===== config.mk =====
export PLATFORM = sky130hd
export DESIGN_NAME = fft_frame_collector_flat
export DESIGN_NICKNAME = d
export VERILOG_FILES = /design/src/rtl/fft_pkg.sv /design/src/rtl/fft_frame_collector_if.sv /design/src/rtl/fft_frame_collector.sv /design/src/flat_wrapper.sv
export SDC_FILE = /design/constraint.sdc
export NUM_CORES = 1
export LEC_CHECK = 0
export CAP_MARGIN = 20
export CORE_ASPECT_RATIO = 0.9
export CORE_MARGIN = 2
export CORE_UTILIZATION = 56
export DETAILED_ROUTE_END_ITERATION = 8
export PLACE_DENSITY = 0.9
export SLEW_MARGIN = 20
export SYNTH_ARGS = -nofsm -noshare
export SYNTH_HDL_FRONTEND = slang
export SYNTH_SLANG_ARGS = --single-unit

===== constraint.sdc =====
create_clock -name clk -period 45.6 [get_ports clk]
set_clock_uncertainty 0.2 [all_clocks]
set_input_delay 6.84 -clock clk [delete_from_list [all_inputs] [get_ports clk]]
set_output_delay 6.84 -clock clk [all_outputs]
set_load 0.02 [all_outputs]

===== src/rtl/fft_pkg.sv =====
// Shared types and helpers for the FFT input frame collector.
package fft_pkg;

   localparam int DEF_DATA_WIDTH = 16;
   localparam int DEF_GAIN_SHIFT = 8;
   localparam int MAX_POW        = 12;

   // Output sample width: input width plus the gain shift, no rounding or saturation.
   function automatic int out_width(input int dw, input int gs);
      return dw + gs;
   endfunction

   localparam int DEF_OUT_WIDTH = out_width(DEF_DATA_WIDTH, DEF_GAIN_SHIFT);

   // Complex sample at the default input width.
   typedef struct packed {
      logic signed [DEF_DATA_WIDTH-1:0] re;
      logic signed [DEF_DATA_WIDTH-1:0] im;
   } cplx_t;

   // Reverse the low 'pow' bits of v; upper bits are returned as zero.
   function automatic logic [MAX_POW-1:0] bitrev(input logic [MAX_POW-1:0] v, input int pow);
      logic [MAX_POW-1:0] r;
      r = {MAX_POW{1'b0}};
      for (int b = 0; b < MAX_POW; b++) begin
         if (b < pow) begin
            r[pow-1-b] = v[b];
         end
      end
      return r;
   endfunction

endpackage


===== src/rtl/fft_frame_collector_if.sv =====
// Sink (serial sample) and source (parallel frame) signals of the collector.
interface fft_frame_collector_if #(
   parameter int DATA_WIDTH = 16,
   parameter int POW        = 3,
   parameter int GAIN_SHIFT = 8
);
   import fft_pkg::*;

   localparam int N         = 1 << POW;
   localparam int OUT_WIDTH = out_width(DATA_WIDTH, GAIN_SHIFT);

   logic                         sink_valid;
   logic                         sink_ready;
   logic                         sink_sop;
   logic signed [DATA_WIDTH-1:0] sink_r;
   logic signed [DATA_WIDTH-1:0] sink_i;
   logic                         source_valid;
   logic                         source_ready;
   logic signed [OUT_WIDTH-1:0]  source_r [N];
   logic signed [OUT_WIDTH-1:0]  source_i [N];
   logic                         frame_err;

   // Sample producer / frame consumer side.
   modport master (
      output sink_valid, sink_sop, sink_r, sink_i, source_ready,
      input  sink_ready, source_valid, source_r, source_i, frame_err
   );

   // Collector side.
   modport slave (
      input  sink_valid, sink_sop, sink_r, sink_i, source_ready,
      output sink_ready, source_valid, source_r, source_i, frame_err
   );

endinterface


===== src/rtl/fft_frame_collector.sv =====
// Serial-to-parallel frame collector: fills a frame buffer one sample per
// cycle and hands complete frames to a parallel output register, with a
// one-frame holding stage so back-to-back frames stream without bubbles.
module fft_frame_collector
   import fft_pkg::*;
#(
   parameter int DATA_WIDTH = 16,
   parameter int POW        = 3,
   parameter int GAIN_SHIFT = 8,
   parameter int BIT_REV    = 0
) (
   input  logic                  clk,
   input  logic                  rst,
   fft_frame_collector_if.slave  bus
);

   localparam int N         = 1 << POW;
   localparam int OUT_WIDTH = out_width(DATA_WIDTH, GAIN_SHIFT);
   localparam logic [POW:0] LAST_IDX = (POW+1)'(N - 1);

   typedef struct packed {
      logic signed [DATA_WIDTH-1:0] re;
      logic signed [DATA_WIDTH-1:0] im;
   } sample_t;

   logic [POW:0]                cnt_q, cnt_d;
   logic                        full_q, full_d;
   logic                        err_q, err_d;
   logic                        valid_q, valid_d;
   sample_t                     fill_q [N];
   sample_t                     fill_d [N];
   logic signed [OUT_WIDTH-1:0] out_r_q [N];
   logic signed [OUT_WIDTH-1:0] out_r_d [N];
   logic signed [OUT_WIDTH-1:0] out_i_q [N];
   logic signed [OUT_WIDTH-1:0] out_i_d [N];

   logic accept_s;
   logic out_free_s;
   logic load_s;

   assign accept_s   = bus.sink_valid && !full_q;
   assign out_free_s = !valid_q || bus.source_ready;

   // Next-state: fill buffer writes, frame completion, output transfer.
   always_comb begin
      logic [MAX_POW-1:0]          k;
      logic signed [OUT_WIDTH-1:0] ext_r;
      logic signed [OUT_WIDTH-1:0] ext_i;
      cnt_d   = cnt_q;
      full_d  = full_q;
      err_d   = 1'b0;
      valid_d = valid_q && !bus.source_ready;
      fill_d  = fill_q;
      out_r_d = out_r_q;
      out_i_d = out_i_q;
      load_s  = 1'b0;
      k       = {MAX_POW{1'b0}};
      ext_r   = {OUT_WIDTH{1'b0}};
      ext_i   = {OUT_WIDTH{1'b0}};

      if (accept_s) begin
         if (bus.sink_sop) begin
            // Realign: a sop mid-frame drops the partial frame.
            fill_d[0] = '{re: bus.sink_r, im: bus.sink_i};
            cnt_d     = (POW+1)'(1);
            err_d     = (cnt_q != {(POW+1){1'b0}});
         end else begin
            for (int i = 0; i < N; i++) begin
               if (cnt_q[POW-1:0] == POW'(i)) begin
                  fill_d[i] = '{re: bus.sink_r, im: bus.sink_i};
               end
            end
            if (cnt_q == LAST_IDX) begin
               if (out_free_s) begin
                  load_s = 1'b1;
                  cnt_d  = {(POW+1){1'b0}};
               end else begin
                  full_d = 1'b1;
                  cnt_d  = cnt_q + (POW+1)'(1);
               end
            end else begin
               cnt_d = cnt_q + (POW+1)'(1);
            end
         end
      end else if (full_q && valid_q && bus.source_ready) begin
         load_s = 1'b1;
         full_d = 1'b0;
         cnt_d  = {(POW+1){1'b0}};
      end else begin
         cnt_d = cnt_q;
      end

      if (load_s) begin
         valid_d = 1'b1;
         for (int j = 0; j < N; j++) begin
            if (BIT_REV != 0) begin
               k = bitrev(MAX_POW'(j), POW);
            end else begin
               k = MAX_POW'(j);
            end
            ext_r      = OUT_WIDTH'(fill_d[k[POW-1:0]].re);
            ext_i      = OUT_WIDTH'(fill_d[k[POW-1:0]].im);
            out_r_d[j] = ext_r <<< GAIN_SHIFT;
            out_i_d[j] = ext_i <<< GAIN_SHIFT;
         end
      end else begin
         valid_d = valid_d;
      end
   end

   // State registers; reset drops any partial or pending frame silently.
   always_ff @(posedge clk or posedge rst) begin
      if (rst) begin
         cnt_q   <= {(POW+1){1'b0}};
         full_q  <= 1'b0;
         err_q   <= 1'b0;
         valid_q <= 1'b0;
         for (int i = 0; i < N; i++) begin
            fill_q[i]  <= '{re: {DATA_WIDTH{1'b0}}, im: {DATA_WIDTH{1'b0}}};
            out_r_q[i] <= {OUT_WIDTH{1'b0}};
            out_i_q[i] <= {OUT_WIDTH{1'b0}};
         end
      end else begin
         cnt_q   <= cnt_d;
         full_q  <= full_d;
         err_q   <= err_d;
         valid_q <= valid_d;
         for (int i = 0; i < N; i++) begin
            fill_q[i]  <= fill_d[i];
            out_r_q[i] <= out_r_d[i];
            out_i_q[i] <= out_i_d[i];
         end
      end
   end

   assign bus.sink_ready   = !full_q;
   assign bus.source_valid = valid_q;
   assign bus.frame_err    = err_q;

   for (genvar g = 0; g < N; g++) begin : g_out
      assign bus.source_r[g] = out_r_q[g];
      assign bus.source_i[g] = out_i_q[g];
   end

endmodule


===== src/flat_wrapper.sv =====
// flat-port wrapper written by rule: the top's interface ports become plain ports
module fft_frame_collector_flat import fft_pkg::*;
#(
   parameter int DATA_WIDTH = 16,
   parameter int POW        = 3,
   parameter int GAIN_SHIFT = 8,
   parameter int BIT_REV    = 0
)
  (clk, rst, bus_sink_valid, bus_sink_sop, bus_sink_r, bus_sink_i, bus_source_ready, bus_sink_ready, bus_source_valid, bus_source_r, bus_source_i, bus_frame_err);
  fft_frame_collector_if #(.DATA_WIDTH(DATA_WIDTH), .POW(POW), .GAIN_SHIFT(GAIN_SHIFT)) bus_i ();
  input  logic clk;
  input  logic rst;
  input wire logic [$bits(bus_i.sink_valid)-1:0] bus_sink_valid;
  input wire logic [$bits(bus_i.sink_sop)-1:0] bus_sink_sop;
  input wire logic [$bits(bus_i.sink_r)-1:0] bus_sink_r;
  input wire logic [$bits(bus_i.sink_i)-1:0] bus_sink_i;
  input wire logic [$bits(bus_i.source_ready)-1:0] bus_source_ready;
  output wire logic [$bits(bus_i.sink_ready)-1:0] bus_sink_ready;
  output wire logic [$bits(bus_i.source_valid)-1:0] bus_source_valid;
  output wire logic [$bits(bus_i.source_r)-1:0] bus_source_r;
  output wire logic [$bits(bus_i.source_i)-1:0] bus_source_i;
  output wire logic [$bits(bus_i.frame_err)-1:0] bus_frame_err;
  assign bus_i.sink_valid = bus_sink_valid;
  assign bus_i.sink_sop = bus_sink_sop;
  assign bus_i.sink_r = bus_sink_r;
  assign bus_i.sink_i = bus_sink_i;
  assign bus_i.source_ready = bus_source_ready;
  assign bus_sink_ready = bus_i.sink_ready;
  assign bus_source_valid = bus_i.source_valid;
  assign bus_source_r = {>>{bus_i.source_r}};
  assign bus_source_i = {>>{bus_i.source_i}};
  assign bus_frame_err = bus_i.frame_err;
  fft_frame_collector #(.DATA_WIDTH(DATA_WIDTH), .POW(POW), .GAIN_SHIFT(GAIN_SHIFT), .BIT_REV(BIT_REV)) u_core (.clk(clk), .rst(rst), .bus(bus_i));
endmodule

**Word-level counts from Yosys, hierarchy flattened**

Index checks and enable logic that the tools add are counted.

- Add/sub/neg operators: 1
- Order comparisons: 8
- Equality and inequality tests: 11
- Muxes and demuxes: 61
- Bitwise gates (word level): 8
- Reduce and logical (&&, ||, !) cells: 12

Operator list:

| operator | count |
|---|---|
| $mux 32 | 25 |
| $bmux 32 s3 | 8 |
| $mux 256 | 1 |
| $mux 224 | 1 |
| $ge 4x4->1 const B | 8 |
| $not 3->4 | 8 |
| $mux 3 | 8 |
| $mux 4 | 5 |
| $mux 1 | 13 |
| $eq 3x3->1 const B | 4 |
| $eq 3x2->1 const B | 2 |
| $ne 2x2->1 const B | 3 |
| $add 4x1->4 const B | 1 |
| $eq 4x3->1 const B | 1 |
| $logic_and 1x1->1 | 4 |
| $reduce_and 4->1 | 1 |
| $reduce_bool 4->1 | 1 |
| $eq 3x1->1 const B | 1 |
| $logic_not 1->1 | 3 |
| $logic_not 3->1 | 1 |
| $reduce_bool 2->1 | 1 |
| $logic_or 1x1->1 | 1 |

- Register bits: 519
- Input port bits: 37
- Logic and storage cells: 137

**Longest topological paths before layout**

- Depth in word-level cells: 11
- Gate-level depth with buffers: 7

**Worst setup path after synthesis**

OpenSTA, ideal clock, no wires.

- Path type: input to register
- Start: in bus_sink_sop
- End: reg u_core.out_i_q (netlist bit u_core.bus.source_i[67])
- Setup time: 0.125 ns
- Data arrival time: 8.171 ns
- Data required time: 45.275 ns
- Setup slack: 37.105 ns
- Stages on the path: 6
- Buffers on the path: 2
- Cells stage by stage: nor3b_2 > and4_4 > o21a_4 > buf_12 > buf_12 > mux2_2

- Word-level cells in the longest chain between the ends: 5

Ends and longest elaborated chain:

| element | RTL line | RTL |
|---|---|---|
| from (decl) | flat_wrapper.sv:14 | `input wire logic [$bits(bus_i.sink_sop)-1:0] bus_sink_sop;` |
| $mux 224 / $mux 32 (equally long branches) | fft_frame_collector.sv:62 | `if (bus.sink_sop) begin` |
| $mux 256 | fft_frame_collector.sv:61 | `if (accept_s) begin` |
| $bmux 32 s3 | fft_frame_collector.sv:102 | `ext_i = OUT_WIDTH'(fill_d[k[POW-1:0]].im);` |
| $mux 32 (2 in series) | n/a |  |
| to (signal, indexed assignment) | fft_frame_collector.sv:121 | `out_i_q[i] <= {OUT_WIDTH{1'b0}};` |
| to (signal, indexed assignment) | fft_frame_collector.sv:131 | `out_i_q[i] <= out_i_d[i];` |
| to (decl) | fft_frame_collector.sv:34 | `logic signed [OUT_WIDTH-1:0] out_i_q [N];` |

Several ways; a longest one is shown, not always the timed one. The select of a mux whose other input is x is not followed.
A chain may end at the register's enable or synchronous reset.

**Worst setup path in the final report**

- Start: in bus_sink_sop
- End: reg u_core.out_i_q (netlist bit u_core.bus.source_i[119])

The elaborated chain is that of the path after synthesis.

==> results.cfg <==
[status]
status = finished, final reports clean

[clock_network]
root_buffer = clkbuf_16
cts_resized = 0
cts_max_level = 2
cts_tree = yes
cts_buffer_depth = 3
clock_sinks = 519
numCtsBuffers = 49
clock_latency_ns = 0.57
clk_pin_slew_ns = 0.06
cts_setup_buffers = 0
hold_buffers = 0

[final_layout]
syn_to_final_growth_pct = 19.4
layout-drive-gt1-share_pct = 37.7
diodes = 0
fin_nets = 1607

[global_routing]
grt_max_degree = 159
track_usage_pct = 22.9
grt_remaining_overflow = 0
grt_pass1_vias = 11800
grt_first_pass_wirelength_um = 69000
grt_antenna_before_repair = 0

[critical_path]
rrSetupSlack_ns = 41.26
rr_endpoint = u_core.bus.source_i[119]
endpoint_kind = flop
r2r.worst_path.cells = 6
worstSetupStartpointType = primary input
arrival_ns = 11.04
cp_data_required_time_ns = 45.84
crit_path_max_fanout = 70
critPathKind = in2reg
r2r-start = u_core.full_q

[pwr]
netSwitchingPower_mw = 0.319
pwr-share-clk_pct = 32.7
p_sw_share_pct = 26.2
ir_worst_vdd_mv = 0.0380
power.density_nw_per_um2 = 48.6
power_leakage_nw = 11.9
power.share.sequential_pct = 48.4
power.total_mw = 1.22
intPower_mw = 0.897
p_comb_share_pct = 18.9

[yosys]
seq_area_frac_synth_pct = 62.0
synth-main-ff-cell = dfrtp_1
synth_area_um2 = 20900
ys_types = 31
ys_seq_elements = 519
async_reset_ff_share_pct = 100
synth_edf_count = 0
yosys_warnings = 0
avgSynthCellArea_um2 = 16.6
synthCells = 1264

[sta]
grt_setup_unrepaired = false
min_period_over_period_pct = 23.7
tightest_slew_ns = 1.11
period_needed_ns = 10.80
maxSlewHeadroom_pct = 26.2
slew_violations = 0
max_freq_ghz = 0.0926
setup_viol = 0
fin_tns_setup_ns = 0
hold_viol = 0

[routing]
vias = 10900
totalWireLength_um = 44600
viasPerCell = 5.24
drtIter0Drc = 597
post_drt_wl_per_cell_um = 21.4
drc_errors = 0
postRouteAntennaNets = 0
firstDrtPassIters = 4

[min_path]
hp-start = u_core.fill_q[16]
min_path_type = reg2reg
whs_endpoint = u_core.fill_q[16]
min_path_cells = 1

[place]
gp_congestion = 0.813
port_buffers = 295
dpl.hpwl_um = 28800

[die]
ioPinCount = 424
core_area_um2 = 37100
die_w_um = 208
rows = 67
start_util_pct = 56.5
dieHeight_um = 187
die-area_um2 = 39000

[flow_run]
cap_violations = 0
-- sequential cells by signal, summed over array words and instances (netlist names) --
signal and cells:
u_core.bus.source_r 128, u_core.full_q 1, u_core.bus.source_valid 1, u_core.bus.source_i 128, u_core.bus.frame_err 1, u_core.fill_q 256
u_core.cnt_q 4
-- how the worst max path moves through the flow --
stage,start,endpoint
after global placement,bus_sink_sop,u_core.bus.source_i[189]
after global routing,bus_sink_sop,u_core.bus.source_i[166]
final,bus_sink_sop,u_core.bus.source_i[119]
after floorplan,rst,u_core.bus.frame_err
after CTS,bus_sink_sop,u_core.bus.source_i[47]
after detailed placement,bus_sink_sop,u_core.bus.source_i[47]
-- cell usage in the layout (no fill, tap or decap), types with 3 or more instances in the layout --
cell type        instances
a21oi_1                  4
conb_1                 128
mux2_4                  39
nand2_1                  4
clkbuf_16               51
clkbuf_1                10
buf_4                    9
clkinvlp_4               6
mux2_2                 463
mux2_1                  10
dfrtp_1                519
clkinv_2                 9
inv_1                    5
nor2b_1                  3
o21ai_0                  3
ha_1                     6
clkbuf_8                 9
nand3_2                  3
clkdlybuf4s50_1        295
-- worst max-delay path, cell delays in order --
cell             delay, ns
clkdlybuf4s50_1       0.55
nor3b_2               0.42
and4_4                0.30
o21a_4                0.81
buf_4                 0.74
buf_4                 0.85
mux2_2                0.42
-- synthesized netlist by cell type, types with 2 or more instances --
cell / n / area share [%]
a21oi_1: 4 / 0.096
a22o_1: 2 / 0.084
and2_1: 3 / 0.090
and3_1: 2 / 0.060
buf_12: 26 / 2.5
buf_2: 12 / 0.29
buf_4: 135 / 4.8
buf_6: 10 / 0.54
clkbuf_2: 2 / 0.048
dfrtp_1: 519 / 62
ha_1: 6 / 0.36
inv_1: 6 / 0.11
mux2_1: 10 / 0.54
mux2_2: 463 / 25
mux2_4: 39 / 2.8
nand2_1: 4 / 0.072
nand3_1: 3 / 0.072
nor2b_1: 3 / 0.090
o21ai_0: 3 / 0.072
-- metal layers --
metal	vias to the layer above	GRT usage (%)	wire [um]
li1	4751	-	-
met2	300	37.0	21700
met5	-	0	0
met3	92	3.41	1680
met4	0	9.19	1570
met1	5774	31.4	19700
-- per-stage QoR --
step	setup slack, ns	hold WS, ns	util [%]	instances	instance area [um2]
final	34.81	0.281	67.5	2084	25000
after floorplan	24.06	0.249	-	1391	21400
after global routing	34.64	0.298	67.5	2084	25000
after global placement	34.35	0.260	63.1	1995	23400
after detailed placement	34.21	0.268	63.1	1995	23400
after CTS	34.83	0.283	67.4	2083	25000
-- cell type report --
cell class	instances	area, um2
Clock buffer	70	1440
Clock inverter	18	138
Fill cell	2442	12100
Inverter	6	30.0
Multi-Input combinational cell	681	6720
Sequential cell	519	13000
Tap cell	483	604
Timing Repair Buffer	307	3080
-- power by group through the flow --
stage / clock [mW] / sequential, mW / combinational (mW)
2_1_floorplan: 0 / 0.613 / 0.132
3_3_place_gp: 0 / 0.590 / 0.216
3_5_place_dp: 0 / 0.596 / 0.228
4_1_cts: 0.404 / 0.589 / 0.231
5_1_grt: 0.423 / 0.598 / 0.245
6_report: 0.397 / 0.589 / 0.230
-- cells by family after synthesis --
logic type,count (synthesis),synth area share (%)
buffers and inverters,191,8.30
and+or+nand+nor,21,0.609
other,1,0.0179
adders and majority gates,6,0.358
muxes,512,28.2
AOI/OAI and AO/OA,14,0.466
DFF,519,62.0
Note: power is estimated with default switching activity, not from simulation.
